===== src/rtl/lsu_bus_ctrl_pkg.sv =====
// Shared encodings for the load/store bus sequencer: FSM states, request
// size/type codes and the size decode helper.
// Latency: n/a (constants and a pure function). Backpressure: n/a.
package lsu_pkg;

   // FSM state encodings
   localparam logic [1:0] S_IDLE = 2'd0;
   localparam logic [1:0] S_ACC1 = 2'd1;
   localparam logic [1:0] S_ACC2 = 2'd2;
   localparam logic [1:0] S_DONE = 2'd3;

   // store_size encodings (11 is illegal)
   localparam logic [1:0] ST_WORD = 2'b00;
   localparam logic [1:0] ST_HALF = 2'b01;
   localparam logic [1:0] ST_BYTE = 2'b10;

   // load_type encodings (101..111 are illegal)
   localparam logic [2:0] LD_LB  = 3'b000;
   localparam logic [2:0] LD_LH  = 3'b001;
   localparam logic [2:0] LD_LW  = 3'b010;
   localparam logic [2:0] LD_LBU = 3'b011;
   localparam logic [2:0] LD_LHU = 3'b100;

   // Unshifted byte masks, (1 << n) - 1 for n = 1, 2, 4 bytes
   localparam logic [3:0] MASK_BYTE = 4'b0001;
   localparam logic [3:0] MASK_HALF = 4'b0011;
   localparam logic [3:0] MASK_WORD = 4'b1111;

   typedef struct packed {
      logic       illegal;
      logic [3:0] mask;
      logic       sign;
   } size_dec_t;

   // Access size comes from store_size for stores and load_type for loads.
   function automatic size_dec_t size_decode(input logic       is_store,
                                             input logic [1:0] st_size,
                                             input logic [2:0] ld_type);
      size_dec_t d;
      d.illegal = 1'b0;
      d.mask    = MASK_WORD;
      d.sign    = 1'b0;
      if (is_store) begin
         case (st_size)
            ST_WORD: d.mask = MASK_WORD;
            ST_HALF: d.mask = MASK_HALF;
            ST_BYTE: d.mask = MASK_BYTE;
            default: d.illegal = 1'b1;
         endcase
      end else begin
         case (ld_type)
            LD_LB:   begin d.mask = MASK_BYTE; d.sign = 1'b1; end
            LD_LH:   begin d.mask = MASK_HALF; d.sign = 1'b1; end
            LD_LW:   d.mask = MASK_WORD;
            LD_LBU:  d.mask = MASK_BYTE;
            LD_LHU:  d.mask = MASK_HALF;
            default: d.illegal = 1'b1;
         endcase
      end
      return d;
   endfunction

endpackage


===== src/rtl/lsu_bus_ctrl_if.sv =====
// Word-wide req/ack data bus between the load/store sequencer and memory.
// Latency: n/a (wires only). Backpressure: master holds req/addr/be/wdata stable until ack.
// Ports: bus_req/bus_we/bus_addr/bus_be/bus_wdata from master, bus_ack/bus_rdata from slave.
interface lsu_bus_ctrl_if;
   logic        bus_req;
   logic        bus_we;
   logic [31:0] bus_addr;
   logic [3:0]  bus_be;
   logic [31:0] bus_wdata;
   logic        bus_ack;
   logic [31:0] bus_rdata;

   modport master (
      output bus_req, bus_we, bus_addr, bus_be, bus_wdata,
      input  bus_ack, bus_rdata
   );

   modport slave (
      input  bus_req, bus_we, bus_addr, bus_be, bus_wdata,
      output bus_ack, bus_rdata
   );
endinterface


===== src/rtl/lsu_bus_ctrl_align.sv =====
// Byte-lane alignment: byte-enable mask, lane-shifted store data, split detect, load extension.
// Latency: combinational. Backpressure: none.
// Ports: off/size_mask/sign_ext/wdata in; rdata_lo/rdata_hi = first/second bus read words;
//        mask8/wide/split/load_ext out (upper halves of mask8/wide belong to the second access).
module lsu_align
   import lsu_pkg::*;
(
   input  logic [1:0]  off,
   input  logic [3:0]  size_mask,
   input  logic        sign_ext,
   input  logic [31:0] wdata,
   input  logic [31:0] rdata_lo,
   input  logic [31:0] rdata_hi,
   output logic [7:0]  mask8,
   output logic [63:0] wide,
   output logic        split,
   output logic [31:0] load_ext
);

   logic [4:0]  shamt;
   logic [31:0] rd_shift;

   assign shamt = {off, 3'b000};

   always_comb begin
      mask8    = {4'b0000, size_mask} << off;
      wide     = {32'h0, wdata} << shamt;
      split    = |mask8[7:4];
      // Only the low word of the shifted pair can hold the requested bytes.
      rd_shift = 32'({rdata_hi, rdata_lo} >> shamt);
      case (size_mask)
         MASK_BYTE: load_ext = {{24{sign_ext & rd_shift[7]}},  rd_shift[7:0]};
         MASK_HALF: load_ext = {{16{sign_ext & rd_shift[15]}}, rd_shift[15:0]};
         default:   load_ext = rd_shift;
      endcase
   end

endmodule


===== src/rtl/lsu_bus_ctrl.sv =====
// Load/store sequencer: one core access -> one or two word bus accesses, with timeout.
// Latency: accept T, bus_req T+1, mem_done T+2 (T+3 if split, T+1 on encoding error).
// Backpressure: mem_stall holds the core; bus fields stay stable until bus_ack or timeout.
// Ports: clk, reset (async, active high); mem_* core side; bus = lsu_bus_ctrl_if.master.
module lsu_bus_ctrl
   import lsu_pkg::*;
#(
   parameter bit ALLOW_MISALIGNED = 1'b1,
   parameter int TIMEOUT_CYCLES   = 255
)(
   input  logic                  clk,
   input  logic                  reset,
   input  logic                  mem_valid,
   input  logic                  mem_we,
   input  logic [31:0]           mem_addr,
   input  logic [31:0]           mem_wdata,
   input  logic [1:0]            store_size,
   input  logic [2:0]            load_type,
   output logic                  mem_stall,
   output logic                  mem_done,
   output logic                  mem_err,
   output logic [31:0]           mem_rdata,
   lsu_bus_ctrl_if.master        bus
);

   // The abort fires on the last allowed cycle without ack, so bus_req is
   // high for exactly TIMEOUT_CYCLES cycles.
   localparam logic [7:0] TMO_LAST = 8'(TIMEOUT_CYCLES - 1);

   logic [1:0]  state;
   logic [1:0]  off_q;
   logic [3:0]  mask_q;
   logic        sign_q;
   logic        load_q;
   logic        split_q;
   logic [31:0] addr2_q;
   logic [3:0]  be2_q;
   logic [31:0] wdata2_q;
   logic [31:0] rdata1_q;
   logic [7:0]  tmo_cnt;

   logic        req_q;
   logic        we_q;
   logic [31:0] addr_q;
   logic [3:0]  be_q;
   logic [31:0] wdata_q;
   logic        done_q;
   logic        err_q;
   logic [31:0] rdata_q;

   size_dec_t   dec;
   logic        in_idle;
   logic [1:0]  a_off;
   logic [3:0]  a_mask;
   logic        a_sign;
   logic [31:0] a_rd_lo;
   logic [31:0] a_rd_hi;
   logic [7:0]  mask8;
   logic [63:0] wide;
   logic        split;
   logic [31:0] load_ext;
   logic        tmo_hit;
   logic [31:0] word_addr;

   assign dec       = size_decode(mem_we, store_size, load_type);
   assign in_idle   = (state == S_IDLE);
   assign tmo_hit   = (tmo_cnt == TMO_LAST);
   assign word_addr = {mem_addr[31:2], 2'b00};

   // One aligner serves both phases: live inputs while accepting in IDLE,
   // latched request fields while assembling load data afterwards.
   always_comb begin
      a_off   = in_idle ? mem_addr[1:0] : off_q;
      a_mask  = in_idle ? dec.mask      : mask_q;
      a_sign  = in_idle ? dec.sign      : sign_q;
      // The final ack in ACC1 means the access was not split: upper word is 0.
      a_rd_lo = (state == S_ACC2) ? rdata1_q      : bus.bus_rdata;
      a_rd_hi = (state == S_ACC2) ? bus.bus_rdata : 32'h0;
   end

   lsu_align u_align (
      .off       (a_off),
      .size_mask (a_mask),
      .sign_ext  (a_sign),
      .wdata     (mem_wdata),
      .rdata_lo  (a_rd_lo),
      .rdata_hi  (a_rd_hi),
      .mask8     (mask8),
      .wide      (wide),
      .split     (split),
      .load_ext  (load_ext)
   );

   always_ff @(posedge clk or posedge reset) begin
      if (reset) begin
         state    <= S_IDLE;
         off_q    <= 2'b00;
         mask_q   <= 4'h0;
         sign_q   <= 1'b0;
         load_q   <= 1'b0;
         split_q  <= 1'b0;
         addr2_q  <= 32'h0;
         be2_q    <= 4'h0;
         wdata2_q <= 32'h0;
         rdata1_q <= 32'h0;
         tmo_cnt  <= 8'h0;
         req_q    <= 1'b0;
         we_q     <= 1'b0;
         addr_q   <= 32'h0;
         be_q     <= 4'h0;
         wdata_q  <= 32'h0;
         done_q   <= 1'b0;
         err_q    <= 1'b0;
         rdata_q  <= 32'h0;
      end else begin
         done_q <= 1'b0;
         err_q  <= 1'b0;
         case (state)
            S_IDLE: begin
               if (mem_valid) begin
                  off_q    <= mem_addr[1:0];
                  mask_q   <= dec.mask;
                  sign_q   <= dec.sign;
                  load_q   <= ~mem_we;
                  split_q  <= split;
                  addr2_q  <= word_addr + 32'd4;
                  be2_q    <= mask8[7:4];
                  wdata2_q <= wide[63:32];
                  tmo_cnt  <= 8'h0;
                  if (dec.illegal || (split && !ALLOW_MISALIGNED)) begin
                     state  <= S_DONE;
                     done_q <= 1'b1;
                     err_q  <= 1'b1;
                     if (!mem_we) rdata_q <= 32'h0;
                  end else begin
                     state   <= S_ACC1;
                     req_q   <= 1'b1;
                     we_q    <= mem_we;
                     addr_q  <= word_addr;
                     be_q    <= mask8[3:0];
                     wdata_q <= wide[31:0];
                  end
               end
            end

            S_ACC1, S_ACC2: begin
               if (bus.bus_ack) begin
                  tmo_cnt <= 8'h0;
                  if ((state == S_ACC1) && split_q) begin
                     // bus_req stays high straight into the second access
                     state    <= S_ACC2;
                     rdata1_q <= bus.bus_rdata;
                     addr_q   <= addr2_q;
                     be_q     <= be2_q;
                     wdata_q  <= wdata2_q;
                  end else begin
                     state  <= S_DONE;
                     req_q  <= 1'b0;
                     done_q <= 1'b1;
                     if (load_q) rdata_q <= load_ext;
                  end
               end else if (tmo_hit) begin
                  state  <= S_DONE;
                  req_q  <= 1'b0;
                  done_q <= 1'b1;
                  err_q  <= 1'b1;
                  if (load_q) rdata_q <= 32'h0;
               end else begin
                  tmo_cnt <= tmo_cnt + 8'd1;
               end
            end

            default: begin
               state <= S_IDLE;
            end
         endcase
      end
   end

   assign bus.bus_req   = req_q;
   assign bus.bus_we    = we_q;
   assign bus.bus_addr  = addr_q;
   assign bus.bus_be    = be_q;
   assign bus.bus_wdata = wdata_q;

   assign mem_done  = done_q;
   assign mem_err   = err_q;
   assign mem_rdata = rdata_q;
   assign mem_stall = mem_valid & ~done_q;

endmodule


===== src/flat_wrapper.sv =====
// flat-port wrapper written by rule: the top's interface ports become plain ports
module lsu_bus_ctrl_flat import lsu_pkg::*;
#(
   parameter bit ALLOW_MISALIGNED = 1'b1,
   parameter int TIMEOUT_CYCLES   = 255
)
  (clk, reset, mem_valid, mem_we, mem_addr, mem_wdata, store_size, load_type, mem_stall, mem_done, mem_err, mem_rdata, bus_bus_req, bus_bus_we, bus_bus_addr, bus_bus_be, bus_bus_wdata, bus_bus_ack, bus_bus_rdata);
  lsu_bus_ctrl_if bus_i ();
  input  logic clk;
  input  logic reset;
  input  logic mem_valid;
  input  logic mem_we;
  input  logic [31:0] mem_addr;
  input  logic [31:0] mem_wdata;
  input  logic [1:0] store_size;
  input  logic [2:0] load_type;
  output logic mem_stall;
  output logic mem_done;
  output logic mem_err;
  output logic [31:0] mem_rdata;
  output wire logic [$bits(bus_i.bus_req)-1:0] bus_bus_req;
  output wire logic [$bits(bus_i.bus_we)-1:0] bus_bus_we;
  output wire logic [$bits(bus_i.bus_addr)-1:0] bus_bus_addr;
  output wire logic [$bits(bus_i.bus_be)-1:0] bus_bus_be;
  output wire logic [$bits(bus_i.bus_wdata)-1:0] bus_bus_wdata;
  input wire logic [$bits(bus_i.bus_ack)-1:0] bus_bus_ack;
  input wire logic [$bits(bus_i.bus_rdata)-1:0] bus_bus_rdata;
  assign bus_bus_req = bus_i.bus_req;
  assign bus_bus_we = bus_i.bus_we;
  assign bus_bus_addr = bus_i.bus_addr;
  assign bus_bus_be = bus_i.bus_be;
  assign bus_bus_wdata = bus_i.bus_wdata;
  assign bus_i.bus_ack = bus_bus_ack;
  assign bus_i.bus_rdata = bus_bus_rdata;
  lsu_bus_ctrl #(.ALLOW_MISALIGNED(ALLOW_MISALIGNED), .TIMEOUT_CYCLES(TIMEOUT_CYCLES)) u_core (.clk(clk), .reset(reset), .mem_valid(mem_valid), .mem_we(mem_we), .mem_addr(mem_addr), .mem_wdata(mem_wdata), .store_size(store_size), .load_type(load_type), .mem_stall(mem_stall), .mem_done(mem_done), .mem_err(mem_err), .mem_rdata(mem_rdata), .bus(bus_i));
endmodule

===== config.mk =====
export PLATFORM = sky130hd
export DESIGN_NAME = lsu_bus_ctrl_flat
export DESIGN_NICKNAME = d
export VERILOG_FILES = /design/src/rtl/lsu_bus_ctrl_pkg.sv /design/src/rtl/lsu_bus_ctrl_if.sv /design/src/rtl/lsu_bus_ctrl_align.sv /design/src/rtl/lsu_bus_ctrl.sv /design/src/flat_wrapper.sv
export SDC_FILE = /design/constraint.sdc
export NUM_CORES = 1
export LEC_CHECK = 0
export BUFFER_PORTS_ARGS = -buffer_cell sky130_fd_sc_hd__buf_2
export CORE_MARGIN = 2
export CORE_UTILIZATION = 40
export DETAILED_ROUTE_END_ITERATION = 10
export PLACE_DENSITY_LB_ADDON = 0.2
export SYNTH_ARGS = -nofsm -noshare
export SYNTH_HDL_FRONTEND = slang
export SYNTH_SLANG_ARGS = --single-unit

===== constraint.sdc =====
create_clock -name clk -period 6.9 [get_ports clk]
set_clock_uncertainty 0.1 [all_clocks]
set_input_delay 0.69 -clock clk [delete_from_list [all_inputs] [get_ports clk]]
set_output_delay 0.69 -clock clk [all_outputs]
set_load 0.05 [all_outputs]

==> impl_metrics.ini, run 1 <==
[routing]
drc_errors = 0
drtAntennaViolNets = 0
drt-total-wl_mm = 33.02
num_vias = 9380
via_per_inst = 5.508
wl_per_cell_um = 19.39
dr.pass1.iters = 6
drt_iter0_markers = 676

[placement]
preCtsSetupSlack_ps = 3219
dpl.hpwl_mm = 22.27
dpl_cell_area_mm2 = 0.01262
portBuffers = 208
gp_congestion = 0.9015
placed_cells = 1657

[synth]
ys_seq_elements = 209
postSynthCellCount = 1145
synth.avg_cell_area_um2 = 9.934
syn_area_mm2 = 0.01137
ys.flop_type = dfrtp_1
async_reset_ff_share_pct = 100.0
yosysUniqueCellTypes = 63
ys_seq_area_share_pct = 45.98
yosysWarnings = 0
synth_edf_count = 0

[cts]
cts.path.max_buffers = 3
htree_levels = 1
cts_tree = built
clock_sinks = 209
clkTransAtPathRegs_ps = 60
cts_buffers = 25
postCtsResizedCells = 0
cts_post_setup_buffers_inserted = 0
cts_hold_buffers = 0
root_buffer = clkbuf_16
clk-insertion-delay-late_ps = 520

[timing]
max_freq_mhz = 270.1
rsz0062_at_grt = false
fin_crit_ps = 3703
fin_crit_sh_pct = 53.67
final_max_slew_viol_count = 0
hold_ws_ps = 237.3
setup_viol = 0
max_slew.worst_pin.slew_ps = 1150
fin_ws_ps = 3197
maxSlewHeadroom_pct = 23.31
finalHoldViolations = 0
tns_ps = 0

[grt]
grt_max_degree = 112
grt_usage_pct = 21.97
grt_pass1_vias = 9359
grtUsageMet2_pct = 36.16
met3_usage_pct = 4.112
antenna_found_initial = 5
grt-busiest-layer = met2
grt-ovfl-total = 0
grt_pass1_wl_mm = 53.07
grt_use_met1_pct = 29.84

[power_and_ir_drop]
ir_drop_mv = 0.4135
power.density_mw_per_mm2 = 576.5
p_leak_uw = 0.006226

[cells_and_area]
fin_cells = 1703
fin_area_mm2 = 0.01342
layout_commonest_cell = nand2_1
drive_gt1_share_pct = 25.83
syn_to_final_growth_pct = 17.96
nets = 1421
most-common-layout-cells = nand2_1, dfrtp_1, buf_2

[floorplan]
io-pin-count = 211
fp.dieArea_mm2 = 0.02980
core_area_mm2 = 0.02786
die_w_um = 172.6
start_util_pct = 40.83
num_rows = 61
die_h_um = 172.6

[critical_path]
cp.required_ps = 7180
cp_slowest_cell = mux2i_4
start_kind = register
cp-end-kind = register
path_cells = inv_1 > ha_4 > mux2i_4 > buf_4 > mux4_1 > a211oi_1 > o31ai_2
crit_fanout = 33
critical_path_class = reg -> reg
worstPathArrival_ps = 3990
slowest_delay_ps = 910

[status]
outcome = complete, no violations

[worst_hold_path]
hp-class = in -> async

[run]
drv_cap = 0
==> final cells by class <==
class | instances | area, um2
Antenna cell | 1 | 2.502
Clock buffer | 43 | 783.3
Clock inverter | 2 | 10.01
Fill cell | 2682 | 14440
Inverter | 8 | 37.54
Multi-Input combinational cell | 847 | 5788
Sequential cell | 209 | 5230
Tap cell | 378 | 473.0
Timing Repair Buffer | 215 | 1094
==> metrics by stage <==
step	utilization (%)	power [uW]
floorplan	-	5440
global placement	45.31	6445
detailed placement	45.31	6500
CTS	48.16	7795
global route	48.16	8272
finish	48.17	7735
==> worst paths after layout <==
check,start,to,slack (ps),cells past startpoint
min in group clk,bus_bus_rdata[30],u_core.rdata1_q[30]$_DFFE_PP0P_,330,2
hold reg to reg,u_core.bus.bus_addr[14]$_DFFE_PP0P_,u_core.bus.bus_addr[14]$_DFFE_PP0P_,370,2
max in group asynchronous,reset,u_core.load_q$_DFFE_PP0P_,5220,3
hold / removal,reset,u_core.bus.bus_wdata[23]$_DFFE_PP0P_,240,2
setup reg to reg,u_core.state[0]$_DFFE_PP0P_,u_core.mem_rdata[16]$_DFFE_PP0P_,3200,7
setup / recovery,u_core.state[0]$_DFFE_PP0P_,u_core.mem_rdata[16]$_DFFE_PP0P_,3200,7
==> per-layer routing <==
layer	share of wire (%)	vias to the layer above
li1	-	4433
met1	44	4569
met2	47	316
met3	6.1	58
met4	2.4	4
met5	0.079	-
==> synthesized netlist by cell type (10+ instances only) <==
| master | instances | area share [%] |
|---|---|---|
| nand2_1 | 234 | 7.7 |
| dfrtp_1 | 209 | 46 |
| o21ai_0 | 113 | 5.0 |
| mux2i_1 | 75 | 6.6 |
| nor2_1 | 63 | 2.1 |
| clkbuf_1 | 53 | 1.7 |
| mux2_2 | 47 | 4.7 |
| a21oi_1 | 36 | 1.6 |
| xor2_1 | 22 | 1.7 |
| a211oi_1 | 18 | 1.2 |
| a221oi_1 | 17 | 1.3 |
| buf_2 | 15 | 0.66 |
| mux4_2 | 15 | 3.0 |
| nand4_1 | 15 | 0.82 |
| and2_1 | 13 | 0.72 |
| xnor2_1 | 13 | 1.0 |
| and3_1 | 12 | 0.66 |
| nand3_1 | 12 | 0.53 |
| a22o_1 | 10 | 0.77 |
| o31ai_2 | 10 | 1.1 |
==> critical path: cells and delay by family, from the launching register on <==
| kind | cells | cell delay, ps |
|---|---|---|
| buffers and inverters | 2 | 650 |
| flip-flops | 1 | 420 |
| adder cells (fa/ha/maj) | 1 | 410 |
| multiplexers | 2 | 1540 |
| AO/OA/AOI/OAI | 2 | 410 |
==> sequential cells by signal (all words and copies together), names as in the netlist, 2 cells and up <==
| name | cells |
|---|---|
| u_core.tmo_cnt | 8 |
| u_core.addr2_q | 30 |
| u_core.bus.bus_wdata | 32 |
| u_core.off_q | 2 |
| u_core.be2_q | 3 |
| u_core.wdata2_q | 24 |
| u_core.mask_q | 3 |
| u_core.rdata1_q | 32 |
| u_core.bus.bus_addr | 30 |
| u_core.bus.bus_be | 4 |
| u_core.mem_rdata | 32 |
| u_core.state | 2 |
==> cell families (layout without fill, tap and decap cells) <==
kind of cell | after synthesis | count (layout) | synth area share [%]
DFF | 209 | 209 | 45.98
muxes | 147 | 147 | 16.30
buffers and inverters | 90 | 268 | 3.630
and+or+nand+nor | 389 | 389 | 14.90
AOI/OAI and AO/OA | 265 | 265 | 15.47
other | 1 | 3 | 0.03297
adders and majority gates | 9 | 9 | 0.9900
xor gates and xnor gates | 35 | 35 | 2.695
==> where the power goes <==
part / total (uW) / switching (uW) / internal [uW]
sequential: 2120 / 334 / 1790
combinational: 4330 / 2950 / 1380
clock: 1280 / 515 / 763
total: 7740 / 3800 / 3930
(Power assumes the default switching activity.)
==> run 2, diff against run 1 <==
--- a/config.mk
+++ b/config.mk
@@ -5,6 +5,7 @@
 export SDC_FILE = /design/constraint.sdc
 export NUM_CORES = 1
 export LEC_CHECK = 0
+export ABC_AREA = 1
 export BUFFER_PORTS_ARGS = -buffer_cell sky130_fd_sc_hd__buf_2
 export CORE_MARGIN = 2
 export CORE_UTILIZATION = 40
==> constraint.sdc (replaced) <==
create_clock -name clk -period 3.34 [get_ports clk]
set_clock_uncertainty 0.1 [all_clocks]
set_input_delay 0.334 -clock clk [delete_from_list [all_inputs] [get_ports clk]]
set_output_delay 0.334 -clock clk [all_outputs]
set_load 0.05 [all_outputs]
==> run 2 against run 1 <==
  * Non-clock buffer count rose by 66
  * Via count rose by 23%
  * First-iteration DRC count rose by 27%
  * Register-to-register slack got worse by 2700 ps
  * Hold slack got worse by 220 ps
  * Worst setup slack got worse by 2700 ps
  * Clock power rose by 110%
  * Fmax rose by 32%
  * Flip-flop and latch count did not move
  * Critical path depth rose by 5
  * Critical path type unchanged
  * Critical endpoint is now u_core.mem_rdata[23]$_DFFE_PP0P_
==> impl_metrics.ini, run 2 <==
[power_and_ir_drop]
ir_drop_mv = 0.5310
power.density_mw_per_mm2 = 1086
p_leak_uw = 0.007516
power_uw = 15630

[synth]
yosysWarnings = 0
synth_edf_count = 0
synth_top_area_share_pct = 44.45
ys_seq_area_share_pct = 44.45
ys.flop_type = dfrtp_1
synth_top_cell_by_area = dfrtp_1
yosysUniqueCellTypes = 42
syn_area_mm2 = 0.01177
async_reset_ff_share_pct = 100.0
ys_seq_elements = 209
synth_area_leaders = dfrtp_1, nand2_1, o21ai_0
postSynthCellCount = 1656
synth.avg_cell_area_um2 = 7.105
synth_common_cells = nand2_1, dfrtp_1, o21ai_0, inv_1, nand3_1
synth_most_common_cell = nand2_1

[critical_path]
start_kind = register
cp.required_ps = 3720
cp-end-kind = register
reg2reg_slack_ps = 540
worstPathArrival_ps = 3180
rr_startpoint = u_core.state[0]$_DFFE_PP0P_
r2r_cells = 12
critical_path_class = reg -> reg
critical_path.endpoint = u_core.mem_rdata[23]$_DFFE_PP0P_
r2r_end = u_core.mem_rdata[23]$_DFFE_PP0P_
crit_fanout = 36
worst_setup_path_startpoint = u_core.state[0]$_DFFE_PP0P_

[cells_and_area]
fillers = 2938
layout_commonest_cell = nand2_1
most-common-layout-cells = nand2_1, dfrtp_1, o21ai_0, buf_2, inv_1
nets = 1987
seq_area_mm2 = 0.005230
drive_gt1_share_pct = 15.98
syn_to_final_growth_pct = 22.29
fin_cells = 2275
multi_input_area_mm2 = 0.005593

[timing]
finalHoldViolations = 0
fin_crit_sh_pct = 83.93
setup_viol = 0
max_slew.worst_pin.slew_ps = 952.0
max_freq_mhz = 356.7
maxSlewHeadroom_pct = 36.54
fin_crit_ps = 2803
final_max_slew_viol_count = 0
tns_ps = 0
rsz0062_at_grt = false
fin_ws_ps = 536.7

[cts]
root_buffer = clkbuf_16
cts.path.max_buffers = 3
cts_buffers = 25
cts_post_setup_buffers_inserted = 0
clk-insertion-delay-late_ps = 550
cts_tree = built
htree_levels = 1
cts_hold_buffers = 51
postCtsResizedCells = 0
clkTransAtPathRegs_ps = 60
clock_sinks = 209

[routing]
via_per_inst = 5.083
dr.pass1.iters = 6
drt-total-wl_mm = 36.73
wl_per_cell_um = 16.15
drtAntennaViolNets = 0
drt_iter0_markers = 856
num_vias = 11563
drc_errors = 0

[grt]
met3_usage_pct = 3.160
grt_usage_pct = 23.79
grt-ovfl-total = 0
grt_max_degree = 106
grtUsageMet2_pct = 40.08
grt_use_met1_pct = 32.02
antenna_found_initial = 1
grt_pass1_vias = 11156
grt-busiest-layer = met2
grt_pass1_wl_mm = 59.04

[floorplan]
core_area_mm2 = 0.02886
io-pin-count = 211
die_h_um = 175.5
start_util_pct = 40.77
num_rows = 62
fp.dieArea_mm2 = 0.03080
die_w_um = 175.5

[run]
drv_cap = 0

[worst_hold_path]
hp-class = in -> reg
min_from = bus_bus_rdata[12]
hold_depth = 3

[placement]
dpl.hpwl_mm = 26.02
preCtsSetupSlack_ps = 522.7
portBuffers = 208
placed_cells = 2178
gp_congestion = 0.9491

[status]
outcome = complete, no violations
## run 2: kinds of logic after synthesis
kind of cell / share of synthesized area, %
compound gates: 15.62
xor+xnor: 1.191
fa+ha+maj: 0.9571
buf+inv: 8.263
flops: 44.45
other cells: 0.03187
simple gates: 29.49
## run 2: cell type report
| type | instances | area share [%] |
|---|---|---|
| antenna | 1 | 0.01739 |
| clock buffer | 33 | 4.765 |
| clock inverter | 12 | 0.8696 |
| inverter | 133 | 3.513 |
| multi-input combinational | 1222 | 38.87 |
| sequential | 209 | 36.35 |
| tap | 384 | 3.339 |
| timing repair buffer | 281 | 12.28 |
## run 2: routing by layer
metal / share of wire, % / vias to the layer above
met5: 0 / -
met1: 45 / 5388
li1: - / 5766
met3: 5.1 / 64
met4: 2.9 / 0
met2: 47 / 345
## run 2: worst max-delay path, cell delays in order (launching register included)
cell	delay, ps
dfrtp_1	390
inv_1	80
ha_1	310
buf_4	220
o21ai_4	450
inv_2	370
nand3_1	190
nand2_2	80
nor2_4	100
nand2_4	90
nand2_4	190
nand2_1	80
nand2_1	60
## run 2: worst min-delay path by stage
stage	endpoint	slack, ps
after global placement	u_core.bus.bus_wdata[29]$_DFFE_PP0P_	270
after global routing	u_core.wdata2_q[23]$_DFFE_PP0P_	10
after detailed placement	u_core.bus.bus_wdata[3]$_DFFE_PP0P_	270
after floorplan	u_core.mask_q[0]$_DFFE_PP0P_	340
final	u_core.rdata1_q[12]$_DFFE_PP0P_	20
after CTS	u_core.rdata1_q[12]$_DFFE_PP0P_	4
## run 2: where the power goes
part | switching [uW] | internal [uW] | leakage [uW]
clock | 1130 | 1600 | 0.000409
sequential | 521 | 3570 | 0.00267
combinational | 6460 | 2350 | 0.00444
## run 2: stage by stage
stage | utilization (%) | hold slack [ps] | area, um2
2_1_floorplan | - | 340.7 | 11770
3_3_place_gp | 45.27 | 269.3 | 13070
3_5_place_dp | 45.27 | 272.2 | 13070
4_1_cts | 49.85 | 3.543 | 14390
5_1_grt | 49.85 | 11.40 | 14390
6_report | 49.86 | 20.60 | 14390
==> run 3, diff against run 2 <==
==> constraint.sdc (replaced) <==
create_clock -name clk -period 2.9 [get_ports clk]
set_clock_uncertainty 0.1 [all_clocks]
set_input_delay 0.29 -clock clk [delete_from_list [all_inputs] [get_ports clk]]
set_output_delay 0.29 -clock clk [all_outputs]
set_load 0.05 [all_outputs]
==> run 3 against run 2 <==
  * Fmax grew 7.0%
  * First-iteration DRC count increased by 19%
  * Register-to-register slack worse by 260 ps
  * Sequential power rose by 15%
  * Worst setup slack worse by 260 ps
  * Via count grew 1.4%
  * Flip-flop and latch count did not move
  * Final cell count rose by 1.3%
  * Power increased by 18%
  * Non-clock buffer count increased by 30
  * Clock power increased by 18%
  * Final area is 2.4% higher
==> impl_metrics.ini, run 3 (synthesized netlist as in run 2, its figures left out) <==
[floorplan]
die_w_um = 175.5
die_h_um = 175.5
num_rows = 62
core_area_mm2 = 0.02886
start_util_pct = 40.77
fp.dieArea_mm2 = 0.03080
io-pin-count = 211

[critical_path]
cp-end-kind = register
worst_setup_path_startpoint = u_core.state[0]$_DFFE_PP0P_
start_kind = register
cp.required_ps = 3270
reg2reg_slack_ps = 280
critical_path_class = reg -> reg
r2r_cells = 10
r2r_end = u_core.bus.bus_be[2]$_DFFE_PP0P_
critical_path.endpoint = u_core.bus.bus_be[2]$_DFFE_PP0P_
rr_startpoint = u_core.state[0]$_DFFE_PP0P_
worstPathArrival_ps = 2990
crit_fanout = 15

[grt]
grt_pass1_wl_mm = 59.75
grt_usage_pct = 24.03
antenna_found_initial = 1
grt_max_degree = 120
grt_pass1_vias = 11318
grt-ovfl-total = 0

[timing]
fin_crit_ps = 2620
finalHoldViolations = 0
fin_crit_sh_pct = 90.34
rsz0062_at_grt = false
tns_ps = 0
max_freq_mhz = 381.7
setup_viol = 0
maxSlewHeadroom_pct = 51.91
fin_ws_ps = 280.1
max_slew.worst_pin.slew_ps = 719.9
final_max_slew_viol_count = 0

[routing]
wl_per_cell_um = 16.04
drt-total-wl_mm = 36.96
drc_errors = 0
via_per_inst = 5.088
drtAntennaViolNets = 0
drt_iter0_markers = 1019
num_vias = 11722
dr.pass1.iters = 5

[cells_and_area]
layout_commonest_cell = nand2_1
fillers = 2973
fin_area_mm2 = 0.01473
most-common-layout-cells = nand2_1, dfrtp_1, o21ai_0, buf_2, inv_1
fin_util_pct = 51.05
syn_to_final_growth_pct = 25.21
nets = 2017
drive_gt1_share_pct = 16.57

[placement]
dpl_cell_area_mm2 = 0.01323
preCtsSetupSlack_ps = 258.8
gp_congestion = 0.9451
portBuffers = 208
dpl.hpwl_mm = 26.53

[cts]
clkTransAtPathRegs_ps = 60
cts.path.max_buffers = 3
clk-insertion-delay-late_ps = 540
cts_tree = built
cts_post_setup_buffers_inserted = 0
clock_sinks = 209
cts_buffers = 25
postCtsResizedCells = 0
root_buffer = clkbuf_16
htree_levels = 1

[status]
outcome = complete, no violations

[worst_hold_path]
hp-class = in -> reg

[run]
drv_cap = 0

[power_and_ir_drop]
ir_drop_mv = 0.7639
p_leak_uw = 0.007675
power.density_mw_per_mm2 = 1254
==> run 3: cell types whose count changed in the layout (fill, tap and decap cells not counted) <==
cell / before / now
buf_4: 18 / 29
clkinv_4: 0 / 1
dlygate4sd3_1: 51 / 66
clkbuf_1: 5 / 3
buf_12: 4 / 8
clkinv_2: 9 / 6
clkinvlp_4: 1 / 3
bufinv_16: 2 / 3
==> run 3: final cells by class <==
cell class              instances  area [um2]  area share, %
inverters                     133       505.5          3.431
clock inverters                13       163.9          1.113
repair buffers                311        2079          14.11
multi-input cells            1222        5593          37.96
flip-flops and latches        209        5230          35.50
clock buffers                  31       678.2          4.603
well taps                     384       480.5          3.261
diodes                          1       2.502        0.01699
==> run 3: critical path, cell delays in order, from the launching register on <==
cell and delay, ps:
dfrtp_1 410, inv_1 100, ha_1 420, nand2_1 160, o21ai_4 220, nand2_1 220
inv_1 520, nand2_1 90, o21ai_0 90, nor2_1 70, a2bb2oi_1 150
==> run 3: metal layers <==
metal	vias to the layer above	wire length (um)	global-route usage (%)
li1	5812	-	-
met1	5482	16340	32.90
met4	0	1171	7.507
met2	355	17520	39.91
met5	-	0	0
met3	73	1927	2.879
==> run 3: report_power, final <==
part / switching, uW / internal, uW
clock: 1300 / 1930
sequential: 597 / 4110
combinational: 7570 / 2970
total: 9470 / 9010
==> run 3: how the worst min path moves through the flow <==
stage | cells past startpoint | startpoint | to | slack (ps)
2_1_floorplan | 2 | bus_bus_rdata[23] | u_core.rdata1_q[23]$_DFFE_PP0P_ | 300
3_3_place_gp | 2 | reset | u_core.bus.bus_wdata[13]$_DFFE_PP0P_ | 340
3_5_place_dp | 2 | reset | u_core.bus.bus_wdata[13]$_DFFE_PP0P_ | 340
4_1_cts | 4 | load_type[1] | u_core.sign_q$_DFFE_PP0P_ | 7
5_1_grt | 4 | bus_bus_ack | u_core.tmo_cnt[4]$_DFFE_PP0P_ | 30
6_report | 4 | load_type[1] | u_core.sign_q$_DFFE_PP0P_ | 30
==> run 3: metrics by stage <==
step,cells,hold slack (ps),power (uW)
2_1_floorplan,1657,299.6,12410
3_3_place_gp,2193,340.4,15100
3_5_place_dp,2193,338.2,15200
4_1_cts,2303,6.504,18580
5_1_grt,2303,33.56,19950
6_report,2304,32.51,18480
==> run 3: repair_timing <==
action / CTS / global route
hold buffers: 66 / 0
endpoints found under the hold margin: 97 / 0
endpoints found under the setup margin: 0 / 0
